--- src/rtl/display_decoder_mux.sv ---
// Scans four BCD digits onto a multiplexed 7-segment display, one digit per SCAN_DIV cycles.
// Inputs are shadowed once per frame; outputs are registered (1 cycle); no backpressure, counters never stall.
module display_decoder_mux #(
   parameter int SCAN_DIV  = 4,
   parameter int BLINK_DIV = 16
) (
   input  logic       clk,
   input  logic       reset,
   input  logic [3:0] min_tens,
   input  logic [3:0] min_ones,
   input  logic [3:0] sec_tens,
   input  logic [3:0] sec_ones,
   input  logic       blank_lz,
   input  logic       flash,
   input  logic       enablen,
   output logic [6:0] seg,
   output logic [3:0] an,
   output logic       dp,
   output logic       frame_sync
);

   localparam int SW = (SCAN_DIV  > 1) ? $clog2(SCAN_DIV)  : 1;
   localparam int BW = (BLINK_DIV > 1) ? $clog2(BLINK_DIV) : 1;

   logic [SW-1:0] sc;
   logic [1:0]    idx;
   logic [BW-1:0] bc;
   logic          phase;
   logic [3:0]    sh_digit [4];
   logic          sh_blank_lz;

   logic          sc_wrap;
   logic          frame_wrap;
   logic          blink_wrap;
   logic [3:0]    cur_digit;
   logic          digit_off;
   logic [6:0]    seg_nxt;
   logic [3:0]    an_nxt;
   logic          dp_nxt;

   assign sc_wrap    = (sc == SW'(SCAN_DIV - 1));
   assign frame_wrap = sc_wrap && (idx == 2'd3);
   assign blink_wrap = (bc == BW'(BLINK_DIV - 1));

   function automatic logic [6:0] decode(input logic [3:0] d);
      logic [6:0] s;
      case (d)
         4'd0:    s = 7'b1000000;
         4'd1:    s = 7'b1111001;
         4'd2:    s = 7'b0100100;
         4'd3:    s = 7'b0110000;
         4'd4:    s = 7'b0011001;
         4'd5:    s = 7'b0010010;
         4'd6:    s = 7'b0000010;
         4'd7:    s = 7'b1111000;
         4'd8:    s = 7'b0000000;
         4'd9:    s = 7'b0010000;
         default: s = 7'b0111111;
      endcase
      return s;
   endfunction

   // Shadow slot order matches anode order: slot 0 is sec_ones, slot 3 is min_tens.
   always_comb begin
      cur_digit = sh_digit[idx];
      digit_off = enablen || (flash && phase) ||
                  ((idx == 2'd3) && sh_blank_lz && (sh_digit[3] == 4'd0));
      an_nxt    = 4'hF;
      seg_nxt   = 7'h7F;
      dp_nxt    = 1'b1;
      if (!digit_off) begin
         an_nxt       = 4'hF;
         an_nxt[idx]  = 1'b0;
         seg_nxt      = decode(cur_digit);
         dp_nxt       = (idx != 2'd2);
      end
   end

   always_ff @(posedge clk) begin
      if (reset) begin
         sc          <= '0;
         idx         <= 2'd0;
         bc          <= '0;
         phase       <= 1'b0;
         sh_digit[0] <= 4'd0;
         sh_digit[1] <= 4'd0;
         sh_digit[2] <= 4'd0;
         sh_digit[3] <= 4'd0;
         sh_blank_lz <= 1'b0;
         seg         <= 7'h7F;
         an          <= 4'hF;
         dp          <= 1'b1;
         frame_sync  <= 1'b0;
      end else begin
         sc <= sc_wrap ? '0 : sc + SW'(1);
         if (sc_wrap) begin
            idx <= idx + 2'd1;
         end
         bc <= blink_wrap ? '0 : bc + BW'(1);
         // Phase is pinned low while not flashing so the display reappears immediately.
         if (!flash) begin
            phase <= 1'b0;
         end else if (blink_wrap) begin
            phase <= ~phase;
         end
         if (frame_wrap) begin
            sh_digit[0] <= sec_ones;
            sh_digit[1] <= sec_tens;
            sh_digit[2] <= min_ones;
            sh_digit[3] <= min_tens;
            sh_blank_lz <= blank_lz;
         end
         frame_sync <= frame_wrap;
         seg        <= seg_nxt;
         an         <= an_nxt;
         dp         <= dp_nxt;
      end
   end

endmodule

--- config.mk ---
export PLATFORM = sky130hd
export DESIGN_NAME = display_decoder_mux
export DESIGN_NICKNAME = d
export VERILOG_FILES = /design/src/rtl/display_decoder_mux.sv
export SDC_FILE = /design/constraint.sdc
export NUM_CORES = 1
export LEC_CHECK = 0
export CORE_MARGIN = 2
export CORE_UTILIZATION = 25
export CTS_CLUSTER_DIAMETER = 150
export CTS_CLUSTER_SIZE = 16
export DETAILED_ROUTE_END_ITERATION = 16
export PLACE_DENSITY = 0.53
export SYNTH_ARGS = -nofsm -noshare
export SYNTH_HDL_FRONTEND = slang
export SYNTH_SLANG_ARGS = --single-unit
--- constraint.sdc ---
create_clock -name clk -period 2.2 [get_ports clk]
set_input_delay 0.33 -clock clk [delete_from_list [all_inputs] [get_ports clk]]
set_output_delay 0.33 -clock clk [all_outputs]
set_load 0.1 [all_outputs]
==> Flow_metrics.wiki <==
{| class="wikitable"
! Metric !! Value
|-
| Total wirelength of the detailed-routed design || 2.782 mm
|-
| Hold Path Class || reg2reg
|-
| Warning count from the yosys run || 0
|-
| Top cells by area, synth || sky130_fd_sc_hd__dfxtp_1 28%, sky130_fd_sc_hd__edfxtp_1 28%, sky130_fd_sc_hd__ha_1 8.8%
|-
| Critical Path End Type || flop
|-
| Power after layout || 1.661 mW
|-
| Number of hold violations in the final report || 0
|-
| Height of the die || 86.53 um
|-
| Number of standard cells after synthesis || 138
|-
| Leakage component of the power || 0.8570 nW
|-
| FF-to-FF setup slack || 0.19 ns
|-
| Number of vias after detailed routing || 1027
|-
| Nets in the synthesized netlist || 171
|-
| Overflow after GRT || 0
|-
| Placed Area || 0.002093 mm2
|-
| Core region area || 0.006681 mm2
|-
| Total inserted antenna cells || 0
|-
| Final Wtd Congestion || 0.7376
|-
| Root cell of the clock tree || sky130_fd_sc_hd__clkbuf_8
|-
| Psw || 0.4243 mW
|-
| Slew Viols, Final || 0
|-
| Non-filler cells in the finished layout || 257
|-
| Transition time of the tightest slew-check pin || 0.7791 ns
|-
| Cell Int Power || 1.237 mW
|-
| Count of endpoints failing setup in the final report || 0
|-
| Area of the die || 0.007487 mm2
|-
| Clock transition time at the flip-flop clock pins of the worst setup and hold paths || 0.09 ns
|-
| Pin count of the biggest net entering global routing || 19
|-
| Mapped Area || 0.001703 mm2
|-
| Number of buffers inserted by post-CTS setup repair || 0
|-
| Time the final worst path needs with I/O delays and setup || 2.011 ns
|-
| Nets@finish || 209
|-
| Drc violations || 0
|-
| TritonCTS clock tree || built
|-
| Share of final-layout standard cells stronger than drive strength 1 || 16.95%
|-
| TritonCTS Sinks || 40
|-
| Cell type with the largest total area after synthesis || sky130_fd_sc_hd__dfxtp_1
|-
| Unrepaired setup endpoints after global routing || no
|-
| Leading cell type in the layout, fill and taps excluded || sky130_fd_sc_hd__dfxtp_1
|-
| Top library cells by usage in the layout, fill and taps aside || 24 x sky130_fd_sc_hd__dfxtp_1, 20 x sky130_fd_sc_hd__clkdlybuf4s50_1, 17 x sky130_fd_sc_hd__buf_4
|-
| Hold_buf cts || 0
|-
| Pwr Density || 752.3 mW/mm2
|-
| Starting Density || 25.49%
|-
| Remaining antenna violation count after routing || 0
|-
| Global-route wire length before repair || 4.491 mm
|-
| Largest buffer count on any clock path || 2
|-
| Number of design-rule violations left by the first detailed-router iteration || 25
|-
| Horiz. Die Dim || 86.53 um
|-
| Number of standard-cell rows in the floorplan || 30
|-
| Top cell type's share of synthesized area || 28.21%
|-
| Sequential fraction of the synthesis area || 56.43%
|-
| Launching element type of the critical path || flop
|-
| Max-cap violations || 0
|-
| Post-synthesis register bit count || 40
|-
| Initial antenna violation count || 0
|-
| Number of buffers inserted by port buffering || 33
|-
| Peak ir drop on the vdd network || 301.0 uV
|-
| Total Neg Setup Slack || 0 ns
|-
| Post-layout instance area || 0.002208 mm2
|-
| Final clock skew || 0.008967 ns
|-
| Ratio of final minimum period to clock period || 91.43%
|-
| Fill cell total of the finished layout || 681
|-
| Clock latency reported for the late side of the worst-skew pair || 0.29 ns
|-
| Kind of critical path || reg2reg
|-
| WL/cell || 10.82 um
|-
| Max frequency || 0.4972 GHz
|-
| Vias per cell || 3.996
|-
| Clock group share of total power || 37.1%
|-
| Number of gates resized after CTS || 0
|-
| First-pass DRT Iterations || 4
|-
| Result of the run || completed
|-
| Fraction of power spent switching nets || 25.54%
|-
| GR Util All Layers || 7.885%
|-
| Via count of the first global-routing pass || 982
|-
| Avg Synthesized Cell Area || 12.34 um2
|-
| Critical Path AT || 2.20 ns
|-
| Final HPWL from detailed placement || 2.015 mm
|-
| Combinational Power Share || 13.7%
|-
| Number of distinct library cell variants in the gate-level netlist after synthesis || 30
|-
| Placed cell count || 249
|-
| Deepest level of the CTS H-tree || 2
|-
| Required time of the critical path || 2.39 ns
|-
| Headroom to the max-slew limit || 47.87%
|-
| Number of clock buffers inserted by TritonCTS || 5
|-
| Area growth from synthesis to layout || 29.68%
|-
| Seq pwr share || 49.2%
|-
| Count of pins on the block boundary || 34
|-
| Highest fanout seen on the critical path || 5
|}
## area by class of cell
class | instances | area, um2 | share of cell area, %
inverter | 7 | 26.28 | 1.190
multi-input combinational | 85 | 678.2 | 30.71
sequential | 40 | 960.9 | 43.51
tap | 80 | 100.1 | 4.533
timing repair buffer | 37 | 327.8 | 14.84
clock buffer | 5 | 68.82 | 3.116
clock inverter | 3 | 46.29 | 2.096
## worst max-delay path, cell delays in order (launching register included)
cell and delay [ns]:
sky130_fd_sc_hd__dfxtp_1 0.44, sky130_fd_sc_hd__mux4_1 0.68, sky130_fd_sc_hd__inv_1 0.14, sky130_fd_sc_hd__ha_1 0.15
sky130_fd_sc_hd__inv_1 0.05, sky130_fd_sc_hd__mux2_2 0.26, sky130_fd_sc_hd__o22ai_1 0.12, sky130_fd_sc_hd__nand2_1 0.07
## registers in the layout, indices dropped and copies added, names as in the netlist, named ones only
signal,count
sh_blank_lz,1
sh_digit,16
bc,4
dp,1
phase,1
frame_sync,1
idx,2
an,3
sc,2
seg,7
## per-layer routing
| metal | share of wire (%) | up-vias | routed length [um] | GRT usage (%) |
|---|---|---|---|---|
| met5 | 0 | - | 0 | 0 |
| met4 | 2.0 | 0 | 57 | 3.835 |
| met3 | 4.9 | 6 | 135 | 2.667 |
| met2 | 42 | 29 | 1182 | 11.82 |
| met1 | 51 | 440 | 1407 | 10.18 |
| li1 | - | 552 | - | - |
## cells by family (layout without fill, tap and decap cells)
family	after synthesis	in the layout	synth area share, %
compound gates	14	14	4.997
fa+ha+maj	12	12	8.817
simple gates	48	48	15.43
flops	40	40	56.43
buf+inv	13	52	3.821
xor+xnor	3	3	1.543
mux	8	8	8.964
## power groups by stage
stage | Sequential, mW | Clock, mW | Combinational (mW)
finish | 0.817 | 0.616 | 0.228
global route | 0.821 | 0.667 | 0.248
CTS | 0.818 | 0.643 | 0.231
detailed placement | 0.835 | 0 | 0.230
global placement | 0.835 | 0 | 0.230
floorplan | 0.903 | 0 | 0.0893
## per-stage QoR
stage / setup slack, ns / hold slack [ns] / util [%]
floorplan: 0.2623 / 0.4043 / -
global placement: 0.2296 / 0.4139 / 31.33
detailed placement: 0.1963 / 0.4230 / 31.33
CTS: 0.1754 / 0.4352 / 33.05
global route: 0.05789 / 0.4668 / 33.05
finish: 0.1886 / 0.4338 / 33.05
## synth_stat cells, drive strengths merged
cell      n
inv       7
or4b      1
o2bb2ai   2
a21oi     4
mux2      3
mux2i     1
o21ai     4
ha       12
edfxtp   16
nand4b    1
xnor2     3
nor3      3
and2     16
nor2      7
mux4      4
nor2b     1
nand2b    3
and3      1
nand2    11
o22ai     3
dfxtp    24
a2111oi   1
buf       4
and2b     1
nor3b     3
clkbuf    2
## final timing paths
| check | start | end | cells past startpoint |
|---|---|---|---|
| hold / removal | sc[0]$_SDFF_PP0_ | sc[0]$_SDFF_PP0_ | 1 |
| hold reg to reg | sc[0]$_SDFF_PP0_ | sc[0]$_SDFF_PP0_ | 1 |
| setup reg to reg | flop | seg[5]$_SDFF_PP1_ | 7 |
| setup / recovery | flop | seg[5]$_SDFF_PP1_ | 7 |
Note: power is estimated with default switching activity, not from simulation.
